$ cat config.mk
export PLATFORM = sky130hd
export DESIGN_NAME = muldiv_div_unit
export DESIGN_NICKNAME = d
export VERILOG_FILES = /design/src/rtl/riscv_pkg.sv /design/src/rtl/div_iter_step.sv /design/src/rtl/muldiv_div_unit.sv
export SDC_FILE = /design/constraint.sdc
export NUM_CORES = 1
export LEC_CHECK = 0
export BUFFER_PORTS_ARGS = -buffer_cell sky130_fd_sc_hd__clkbuf_2
export CELL_PAD_IN_SITES_DETAIL_PLACEMENT = 1
export CELL_PAD_IN_SITES_GLOBAL_PLACEMENT = 2
export CORE_UTILIZATION = 30
export CTS_CLUSTER_SIZE = 8
export DETAILED_ROUTE_END_ITERATION = 8
export PLACE_DENSITY_LB_ADDON = 0.1
export SLEW_MARGIN = 20
export SYNTH_ARGS = -nofsm -noshare
export SYNTH_HDL_FRONTEND = slang
export SYNTH_SLANG_ARGS = --single-unit
$ cat constraint.sdc
create_clock -name clk -period 4.8 [get_ports clk]
set_input_delay 0.48 -clock clk [delete_from_list [all_inputs] [get_ports clk]]
set_output_delay 0.48 -clock clk [all_outputs]
set_load 0.05 [all_outputs]
$ cat src/rtl/riscv_pkg.sv
// riscv_pkg -- shared constants and types for the M-extension divide unit.
//   XLEN            : datapath width (fixed at 32)
//   FUNCT3_*        : funct3 encodings of DIV/DIVU/REM/REMU
//   FUNCT7_MULDIV   : funct7 shared by all M-extension ops
//   DIV_CNT_W       : width of the divide step counter
//   div_state_t     : divide FSM state encoding {IDLE, BUSY, DONE}
package riscv_pkg;

    localparam int XLEN      = 32;
    localparam int DIV_CNT_W = 5;

    localparam logic [2:0] FUNCT3_DIV  = 3'b100;
    localparam logic [2:0] FUNCT3_DIVU = 3'b101;
    localparam logic [2:0] FUNCT3_REM  = 3'b110;
    localparam logic [2:0] FUNCT3_REMU = 3'b111;

    localparam logic [6:0] FUNCT7_MULDIV = 7'b0000001;

    typedef enum logic [1:0] {
        IDLE = 2'd0,
        BUSY = 2'd1,
        DONE = 2'd2
    } div_state_t;

endpackage

$ cat src/rtl/div_iter_step.sv
// div_iter_step -- one combinational restoring-division step.
//   rem_i     : current partial remainder (always < divisor_i)
//   quot_i    : dividend bits still to be consumed, MSB first; quotient
//               bits shift in at the LSB as dividend bits leave at the MSB
//   divisor_i : absolute divisor
//   rem_o     : next partial remainder
//   quot_o    : next dividend/quotient shift register
module div_iter_step
    import riscv_pkg::*;
(
    input  logic [XLEN-1:0] rem_i,
    input  logic [XLEN-1:0] quot_i,
    input  logic [XLEN-1:0] divisor_i,
    output logic [XLEN-1:0] rem_o,
    output logic [XLEN-1:0] quot_o
);

    logic [XLEN:0] shifted;
    logic [XLEN:0] diff;

    always_comb begin
        shifted = {rem_i, quot_i[XLEN-1]};
        diff    = shifted - {1'b0, divisor_i};
        // shifted < 2*divisor, so a non-negative difference never sets the
        // top bit; the top bit set means the subtraction borrowed.
        if (!diff[XLEN]) begin
            rem_o  = diff[XLEN-1:0];
            quot_o = {quot_i[XLEN-2:0], 1'b1};
        end else begin
            rem_o  = shifted[XLEN-1:0];
            quot_o = {quot_i[XLEN-2:0], 1'b0};
        end
    end

endmodule

$ cat src/rtl/muldiv_div_unit.sv
// muldiv_div_unit -- iterative 32-bit DIV/DIVU/REM/REMU unit for the EX stage.
// Optional feature: define MYRV_DIV_BYPASS_EN to add a last-result cache that
// completes a repeated divide (same a, b, signedness) in one cycle.
//
// Ports
//   clk, rst_n  : clock, asynchronous active-low reset
//   EX_div_req  : EX holds a divide/remainder instruction
//   EX_funct3   : 100 DIV, 101 DIVU, 110 REM, 111 REMU
//   EX_op_a/b   : dividend / divisor
//   EX_kill     : abort the in-flight divide
//   div_stall   : hold the front of the pipeline while the divide runs
//   div_done    : one-cycle pulse, div_result valid
//   div_result  : quotient or remainder, zero whenever div_done is low
//   dbg_state   : current FSM state
//
// Handshake: a request is held on EX_div_req with stable operands while
// div_stall is high; the cycle div_done pulses is the cycle the instruction
// may leave EX. Dropping EX_div_req or raising EX_kill abandons the divide.
module muldiv_div_unit
    import riscv_pkg::*;
(
    input  logic            clk,
    input  logic            rst_n,
    input  logic            EX_div_req,
    input  logic [2:0]      EX_funct3,
    input  logic [XLEN-1:0] EX_op_a,
    input  logic [XLEN-1:0] EX_op_b,
    input  logic            EX_kill,
    output logic            div_stall,
    output logic            div_done,
    output logic [XLEN-1:0] div_result,
    output div_state_t      dbg_state
);

    div_state_t           state_q, state_d;
    logic [DIV_CNT_W-1:0] cnt_q, cnt_d;
    logic [XLEN-1:0]      dvs_q, dvs_d;
    logic [XLEN-1:0]      rem_q, rem_d;
    logic [XLEN-1:0]      quot_q, quot_d;
    logic                 q_neg_q, q_neg_d;
    logic                 r_neg_q, r_neg_d;
    logic                 rem_sel_q, rem_sel_d;

    logic [XLEN-1:0]      step_rem, step_quot;
    logic [XLEN-1:0]      quot_fix, rem_fix;
    logic [XLEN-1:0]      a_abs, b_abs;
    logic                 req_signed, start, div_by_zero, overflow;

`ifdef MYRV_DIV_BYPASS_EN
    logic            c_valid_q, c_valid_d;
    logic [XLEN-1:0] c_a_q, c_a_d, c_b_q, c_b_d;
    logic            c_signed_q, c_signed_d;
    logic [XLEN-1:0] c_quot_q, c_quot_d, c_rem_q, c_rem_d;
    logic [XLEN-1:0] op_a_q, op_a_d, op_b_q, op_b_d;
    logic            signed_q, signed_d;
    logic            cache_hit;

    assign cache_hit = c_valid_q && (c_a_q == EX_op_a) && (c_b_q == EX_op_b)
                       && (c_signed_q == req_signed);
`endif

    div_iter_step u_step (
        .rem_i     (rem_q),
        .quot_i    (quot_q),
        .divisor_i (dvs_q),
        .rem_o     (step_rem),
        .quot_o    (step_quot)
    );

    // funct3[0]=0 selects the signed forms, funct3[1]=1 selects remainder.
    assign req_signed  = ~EX_funct3[0];
    assign start       = EX_div_req & EX_funct3[2] & ~EX_kill;
    assign a_abs       = (req_signed && EX_op_a[XLEN-1]) ? -EX_op_a : EX_op_a;
    assign b_abs       = (req_signed && EX_op_b[XLEN-1]) ? -EX_op_b : EX_op_b;
    assign div_by_zero = (EX_op_b == '0);
    assign overflow    = req_signed && (EX_op_a == {1'b1, {(XLEN-1){1'b0}}})
                         && (EX_op_b == '1);

    assign quot_fix   = q_neg_q ? -quot_q : quot_q;
    assign rem_fix    = r_neg_q ? -rem_q : rem_q;
    assign div_done   = (state_q == DONE);
    assign div_result = div_done ? (rem_sel_q ? rem_fix : quot_fix) : '0;
    // Reset forces the stall low even if the pipeline still presents a request.
    assign div_stall  = EX_div_req & ~div_done & ~EX_kill & rst_n;
    assign dbg_state  = state_q;

    always_comb begin
        state_d   = state_q;
        cnt_d     = cnt_q;
        dvs_d     = dvs_q;
        rem_d     = rem_q;
        quot_d    = quot_q;
        q_neg_d   = q_neg_q;
        r_neg_d   = r_neg_q;
        rem_sel_d = rem_sel_q;
`ifdef MYRV_DIV_BYPASS_EN
        c_valid_d  = c_valid_q;
        c_a_d      = c_a_q;
        c_b_d      = c_b_q;
        c_signed_d = c_signed_q;
        c_quot_d   = c_quot_q;
        c_rem_d    = c_rem_q;
        op_a_d     = op_a_q;
        op_b_d     = op_b_q;
        signed_d   = signed_q;
`endif

        unique case (state_q)
            IDLE: begin
                if (start) begin
                    rem_sel_d = EX_funct3[1];
`ifdef MYRV_DIV_BYPASS_EN
                    op_a_d   = EX_op_a;
                    op_b_d   = EX_op_b;
                    signed_d = req_signed;
`endif
                    // Special cases load final, already-correct values.
                    if (div_by_zero) begin
                        quot_d  = '1;
                        rem_d   = EX_op_a;
                        q_neg_d = 1'b0;
                        r_neg_d = 1'b0;
                        state_d = DONE;
                    end else if (overflow) begin
                        quot_d  = {1'b1, {(XLEN-1){1'b0}}};
                        rem_d   = '0;
                        q_neg_d = 1'b0;
                        r_neg_d = 1'b0;
                        state_d = DONE;
`ifdef MYRV_DIV_BYPASS_EN
                    end else if (cache_hit) begin
                        quot_d  = c_quot_q;
                        rem_d   = c_rem_q;
                        q_neg_d = 1'b0;
                        r_neg_d = 1'b0;
                        state_d = DONE;
`endif
                    end else begin
                        rem_d   = '0;
                        quot_d  = a_abs;
                        dvs_d   = b_abs;
                        q_neg_d = req_signed & (EX_op_a[XLEN-1] ^ EX_op_b[XLEN-1]);
                        r_neg_d = req_signed & EX_op_a[XLEN-1];
                        cnt_d   = DIV_CNT_W'(XLEN - 1);
                        state_d = BUSY;
                    end
                end
            end
            BUSY: begin
                if (!EX_div_req) begin
                    state_d = IDLE;
                end else begin
                    rem_d  = step_rem;
                    quot_d = step_quot;
                    cnt_d  = cnt_q - 1'b1;
                    if (cnt_q == '0) begin
                        state_d = DONE;
                    end
                end
            end
            DONE: begin
                state_d = IDLE;
`ifdef MYRV_DIV_BYPASS_EN
                c_valid_d  = 1'b1;
                c_a_d      = op_a_q;
                c_b_d      = op_b_q;
                c_signed_d = signed_q;
                c_quot_d   = quot_fix;
                c_rem_d    = rem_fix;
`endif
            end
            default: state_d = IDLE;
        endcase

        // Kill overrides everything, including a DONE-cycle cache write.
        if (EX_kill) begin
            state_d = IDLE;
`ifdef MYRV_DIV_BYPASS_EN
            c_valid_d = 1'b0;
`endif
        end
    end

    always_ff @(posedge clk or negedge rst_n) begin
        if (!rst_n) begin
            state_q   <= IDLE;
            cnt_q     <= '0;
            dvs_q     <= '0;
            rem_q     <= '0;
            quot_q    <= '0;
            q_neg_q   <= 1'b0;
            r_neg_q   <= 1'b0;
            rem_sel_q <= 1'b0;
        end else begin
            state_q   <= state_d;
            cnt_q     <= cnt_d;
            dvs_q     <= dvs_d;
            rem_q     <= rem_d;
            quot_q    <= quot_d;
            q_neg_q   <= q_neg_d;
            r_neg_q   <= r_neg_d;
            rem_sel_q <= rem_sel_d;
        end
    end

`ifdef MYRV_DIV_BYPASS_EN
    always_ff @(posedge clk or negedge rst_n) begin
        if (!rst_n) begin
            c_valid_q  <= 1'b0;
            c_a_q      <= '0;
            c_b_q      <= '0;
            c_signed_q <= 1'b0;
            c_quot_q   <= '0;
            c_rem_q    <= '0;
            op_a_q     <= '0;
            op_b_q     <= '0;
            signed_q   <= 1'b0;
        end else begin
            c_valid_q  <= c_valid_d;
            c_a_q      <= c_a_d;
            c_b_q      <= c_b_d;
            c_signed_q <= c_signed_d;
            c_quot_q   <= c_quot_d;
            c_rem_q    <= c_rem_d;
            op_a_q     <= op_a_d;
            op_b_q     <= op_b_d;
            signed_q   <= signed_d;
        end
    end
`endif

endmodule

# [Yosys cells after proc, flatten, opt, wreduce, memory -nomap -nowiden]
# Cells that the tools add are included.
[op_classes] n_mux=33 bitwise=13 reduce_logical=13 eq_ne=10 add_sub_neg=6
[op_table] op="32-bit 2-to-1 mux" count=14
[op_table] op="32-bit negation" count=4
[op_table] op="32-bit one-hot mux with 2 select lines" count=2
[op_table] op="32-bit equality test, second input constant" count=2
[op_table] op="33-bit by 32-bit subtractor with 33-bit output" count=1
[op_table] op="32-bit logical NOT" count=1
[op_table] op="5-bit 2-to-1 mux" count=4
[op_table] op="2-bit 2-to-1 mux" count=6
[op_table] op="5-bit one-hot mux with 2 select lines" count=1
[op_table] op="2-bit != test, second input constant" count=4
[op_table] op="1-bit bitwise AND" count=7
[op_table] op="5-bit logical NOT" count=1
[op_table] op="1-bit 2-to-1 mux" count=5
[op_table] op="1-bit NOT" count=5
[op_table] op="5-bit AND reduction" count=1
[op_table] op="5-bit by 1-bit subtractor with 5-bit output, second input constant" count=1
[op_table] op="1-bit logical AND" count=4
[op_table] op="4-bit != test, second input constant" count=1
[op_table] op="2-bit one-hot mux with 2 select lines" count=1
[op_table] op="2-bit AND reduction" count=2
[op_table] op="4-bit AND reduction" count=1
[op_table] op="3-bit != test, second input constant" count=1
[op_table] op="3-bit AND reduction" count=1
[op_table] op="2-bit by 1-bit equality test with 1-bit output, second input constant" count=1
[op_table] op="other kinds (4)" count=4
[totals] inputBits=71 out_inout_bits=36 word_cells=83 ff_bits=106

# [Depth between registers and ports, before layout]
[logic_depth] depth_word=8 mapped_depth=13 mapped_depth_nobuf=12

# [Modules after synthesis]
# A second synthesis with hierarchy kept.
[hier_totals] cells_unflattened=1226 hier_area_um2=10283.6
[by_module_without_submodules] module="muldiv_div_unit" area_each_um2=7795.0 seq_area_each_um2=2652.5 cells_per_inst=884 n_inst=1
[by_module_without_submodules] module="div_iter_step" area_each_um2=2488.6 seq_area_each_um2=0.0 cells_per_inst=342 n_inst=1

# [Worst setup path before layout]
# No wires, ideal clock.
[synth_path] path_kind="reg-to-output" start="reg quot_q[10]" end="out div_result[27]" n_path_buf=0 required_time_ns=4.320 slack_ns=0.547 arrival_time_ns=3.773 path_stages_with_launch=10 cell_sequence="dfrtp_1 -> or4_4 -> or3_4 -> or3_4 -> or3_4 -> or2_4 -> o21ai_1 -> xnor2_1 -> nor2_1 -> a211oi_1"
[synth_between] elab_chain_cells=4
[synth_lines] element="start, declared" line_no="muldiv_div_unit.sv:39" text="logic [XLEN-1:0] quot_q, quot_d;"
[synth_lines] element="start signal, assigned" line_no="muldiv_div_unit.sv:199" text="quot_q <= quot_d;"
[synth_lines] element="32-bit negation" line_no="muldiv_div_unit.sv:79" text="assign quot_fix = q_neg_q ? -quot_q : quot_q;"
[synth_lines] element="32-bit 2-to-1 mux" line_no="muldiv_div_unit.sv:79"
[synth_lines] element="32-bit 2-to-1 mux (2 in series)" line_no="muldiv_div_unit.sv:82" text="assign div_result = div_done ? (rem_sel_q ? rem_fix : quot_fix) : '0;"
[synth_lines] element="end, declared" line_no="muldiv_div_unit.sv:31" text="output logic [XLEN-1:0] div_result,"
# No other way between the ends.

# [Final worst setup path]
[layout_path] start="reg rem_q[4]" end="out div_result[25]"
[layout_between] elab_chain_cells=4
[layout_lines] element="start, declared" line_no="muldiv_div_unit.sv:38" text="logic [XLEN-1:0] rem_q, rem_d;"
[layout_lines] element="start signal, assigned" line_no="muldiv_div_unit.sv:198" text="rem_q <= rem_d;"
[layout_lines] element="32-bit negation" line_no="muldiv_div_unit.sv:80" text="assign rem_fix = r_neg_q ? -rem_q : rem_q;"
[layout_lines] element="32-bit 2-to-1 mux" line_no="muldiv_div_unit.sv:80"
[layout_lines] element="32-bit 2-to-1 mux (2 in series)" line_no="muldiv_div_unit.sv:82"
# No other way between the ends.

==> results.sh <==
export IMPL_syn_to_final_growth_pct=13.8
export IMPL_postSynth_topFlopCell="sky130_fd_sc_hd__dfrtp_1"
export IMPL_die_area_um2=33300
export IMPL_placed_cells_incl_taps=1783
export IMPL_cts_made_buffers=9
export IMPL_detail_route_drc_violations=0
export IMPL_design_power_total_w=0.00486
export IMPL_wire_length_per_cell_after_detailed_routing_um=21.0
export IMPL_synth_most_common_cell="sky130_fd_sc_hd__a21oi_1"
export IMPL_synth_edff_count=0
export IMPL_fin_ws_ns=0.428
export IMPL_synthesis_area_um2=9780
export IMPL_setup_violations_final=0
export IMPL_clock_latency_reported_for_the_late_side_of_the_worst_skew_pair_ns=0.37
export IMPL_met3WireLength_um=1050
export IMPL_tns_ns=0
export IMPL_antenna_cells_inserted=0
export IMPL_sw_frac_of_total_pct=47.1
export IMPL_tritoncts="built"
export IMPL_powerDensity_nw_per_um2=436
export IMPL_antenna_violating_nets_post_route=0
export IMPL_largest_vdd_supply_drop_mv=0.243
export IMPL_internal_power_w=0.00257
export IMPL_net_count_final=1470
export IMPL_top_cells_by_area_synth="sky130_fd_sc_hd__dfrtp_1, sky130_fd_sc_hd__xor2_1, sky130_fd_sc_hd__a21oi_1, sky130_fd_sc_hd__xnor2_1, sky130_fd_sc_hd__o21ai_0"
export IMPL_crit_path_max_fanout=6
export IMPL_vias_per_cell=5.51
export IMPL_post_route_clock_skew_ns=0.0108
export IMPL_critPathKind="reg -> out"
export IMPL_placeableCoreArea_um2=31800
export IMPL_cts_reportedPaths_clkPinSlew_ns=0.08
export IMPL_cts_max_level=3
export IMPL_firstDrtPassIters=4
export IMPL_post_layout_nonfiller_instances=1798
export IMPL_fmax_mhz=229
export IMPL_period_minus_slack_ns=4.37
export IMPL_power_switching_w=0.00229
export IMPL_top_level_ports=107
export IMPL_grt_remaining_overflow=0
export IMPL_syn_instance_count=1294
export IMPL_ys_warn_count=0
export IMPL_dp_final_hpwl_um=29300
export IMPL_worst_hold_path_type="in -> async"
export IMPL_drt_wl_total_um=37700
export IMPL_leakage_nw=4.43
export IMPL_synth_top_cells_by_count="sky130_fd_sc_hd__a21oi_1, sky130_fd_sc_hd__nand2_1, sky130_fd_sc_hd__nor2_1"
export IMPL_met2_length_um=17900
export IMPL_layout_drive_gt1_share_pct=13.0
export IMPL_top_signal_layer_used="met4"
export IMPL_die_h_um=183
export IMPL_layout_worst_path_cycle_share_pct=91.1
export IMPL_pwr_share_clk_pct=17.5
export IMPL_postSynthRegisterBits=106
export IMPL_drv_cap=0
export IMPL_placementRows=65
export IMPL_finalHoldViolations=0
export IMPL_die_width_um=183
export IMPL_start_util_pct=30.8
export IMPL_post_place_ws_ns=0.844
export IMPL_postSynth_asyncResetShare_pct=100
export IMPL_max_clock_path_buffers=2
export IMPL_max_slew_headroom_pct=30.4
export IMPL_seq_power_share_pct=30.5
export IMPL_slew_at_the_pin_closest_to_its_max_slew_limit_ns=1.04
export IMPL_met1Wirelength_um=17900
export IMPL_post_route_util_pct=35.0
export IMPL_cp_start_kind="flip-flop"
export IMPL_io_buffer_count=106
export IMPL_track_usage_pct=23.5
export IMPL_run_status="complete, no violations"
export IMPL_worst_r2r_setup_slack_ns=1.12
export IMPL_gp_congestion=0.852
export IMPL_grt_pass1_wl_um=60700
export IMPL_grt_start_max_net_pins=63
export IMPL_synth_top_area_cell="sky130_fd_sc_hd__dfrtp_1"
export IMPL_initialDrtViolationCount=623
export IMPL_ys_seq_area_share_pct=27.1
export IMPL_post_cts_setup_buffer_count=0
export IMPL_post_synth_cell_area_avg_um2=7.56
export IMPL_worst_ep_arrival_time_ns=3.89
export IMPL_worstPathRequired_ns=4.32
export IMPL_synthesis_nets=1405
export IMPL_grt_setup_unrepaired="no"
export IMPL_post_synth_top_area_fraction_pct=27.1
export IMPL_cts_sinks=106
export IMPL_dr_total_vias=9912
export IMPL_grt_pass1_vias=10300
export IMPL_clk_root_buffer_cell="sky130_fd_sc_hd__clkbuf_16"
export IMPL_final_max_slew_viol_count=0
export IMPL_cp_end_kind="output port"
export IMPL_cts_resized=0
export IMPL_combinationalPowerShare_pct=52.0
export IMPL_ctsHoldBuffers=0
export IMPL_antenna_found_initial=0
export IMPL_reg2regPathDepth=13
export IMPL_synthDistinctLibCells=67
[worst paths after layout]
kind | from | endpoint
setup / recovery | rem_q[4]$_DFFE_PN0P_ | div_result[25]
hold / removal | rst_n | rem_q[8]$_DFFE_PN0P_
setup reg to reg | quot_q[31]$_DFFE_PN0P_ | rem_q[2]$_DFFE_PN0P_
hold reg to reg | cnt_q[1]$_DFFE_PN0P_ | cnt_q[1]$_DFFE_PN0P_
max in group asynchronous | rst_n | q_neg_q$_DFFE_PN0P_
min in group clk | EX_funct3[1] | rem_sel_q$_DFFE_PN0P_
[layer usage]
| metal | vias to the layer above | track usage [%] |
|---|---|---|
| met3 | 33 | 2.95 |
| li1 | 4805 | - |
| met5 | - | 0 |
| met1 | 4932 | 31.0 |
| met4 | 0 | 6.29 |
| met2 | 142 | 40.1 |
[state kept, by name, summed over array words and instances (netlist names)]
name and cells:
cnt_q 5, dbg_state 2, dvs_q 32, q_neg_q 1, quot_q 32, r_neg_q 1
rem_q 32, rem_sel_q 1
[power groups by stage]
stage / clock network, W / logic [W] / registers, W
6_report: 0.000850 / 0.00253 / 0.00148
5_1_grt: 0.000898 / 0.00286 / 0.00153
4_1_cts: 0.000881 / 0.00256 / 0.00149
3_5_place_dp: 0 / 0.00255 / 0.00150
3_3_place_gp: 0 / 0.00254 / 0.00150
2_1_floorplan: 0 / 0.00188 / 0.00134
[critical path, stage by stage, from the launching register on]
cell                       delay (ns)
sky130_fd_sc_hd__dfrtp_1         0.47
sky130_fd_sc_hd__nor4_1          0.46
sky130_fd_sc_hd__nor3b_1         0.34
sky130_fd_sc_hd__nand3_1         0.17
sky130_fd_sc_hd__or4_1           0.57
sky130_fd_sc_hd__o41ai_2         0.62
sky130_fd_sc_hd__nand2_1         0.14
sky130_fd_sc_hd__xor2_1          0.27
sky130_fd_sc_hd__a21oi_1         0.11
sky130_fd_sc_hd__nor2_1          0.11
sky130_fd_sc_hd__clkbuf_2        0.28
[cell families after synthesis]
logic type               Yosys count  synth area share, %
XOR/XNOR                         149                 13.3
buffers and inverters            124                 4.78
AND/OR/NAND/NOR                  440                 21.9
multiplexers                       6                0.627
adder cells (fa/ha/maj)           40                 5.19
AO/OA/AOI/OAI                    429                 27.0
flip-flops                       106                 27.1
[metrics by stage]
step           hold WS (ns)  area, µm²
6_report             0.0488      11100
5_1_grt              0.0598      11100
4_1_cts              0.0489      11100
3_5_place_dp          0.454      10800
3_3_place_gp          0.462      10800
2_1_floorplan         0.184       9780
[placed cells by master (no fill, tap or decap), types with 5 or more instances in the layout]
cell type,Yosys,routed
sky130_fd_sc_hd__a211oi_1,27,27
sky130_fd_sc_hd__a21oi_1,132,131
sky130_fd_sc_hd__o21ai_0,106,106
sky130_fd_sc_hd__nand2b_1,20,19
sky130_fd_sc_hd__or4_1,10,10
sky130_fd_sc_hd__buf_4,0,24
sky130_fd_sc_hd__or3_1,14,14
sky130_fd_sc_hd__o22ai_1,14,14
sky130_fd_sc_hd__inv_1,47,47
sky130_fd_sc_hd__ha_1,39,39
sky130_fd_sc_hd__clkbuf_16,0,9
sky130_fd_sc_hd__nor3_1,43,43
sky130_fd_sc_hd__mux2i_1,5,5
sky130_fd_sc_hd__o211ai_1,6,6
sky130_fd_sc_hd__xor2_1,78,77
sky130_fd_sc_hd__nand4_1,12,12
sky130_fd_sc_hd__a221oi_1,6,6
sky130_fd_sc_hd__o31a_1,5,5
sky130_fd_sc_hd__nand3_1,21,21
sky130_fd_sc_hd__xnor2_1,71,71
sky130_fd_sc_hd__nor4_1,12,12
sky130_fd_sc_hd__o41ai_1,17,17
sky130_fd_sc_hd__dfrtp_1,106,105
sky130_fd_sc_hd__nand2_1,129,128
sky130_fd_sc_hd__a31oi_1,48,48
sky130_fd_sc_hd__clkbuf_2,0,105
sky130_fd_sc_hd__o31ai_1,26,26
sky130_fd_sc_hd__o21bai_1,5,5
sky130_fd_sc_hd__nor2_1,126,124
sky130_fd_sc_hd__a21o_1,9,9
sky130_fd_sc_hd__nor2b_1,13,11
[final cells by class]
class	count	area (µm²)
clock buffer	10	229
clock inverter	5	78.8
fill	3911	20700
inverter	48	180
multi-input combinational	1064	6720
sequential	106	2650
tap	435	544
timing repair buffer	130	726
(Power assumes the default switching activity.)
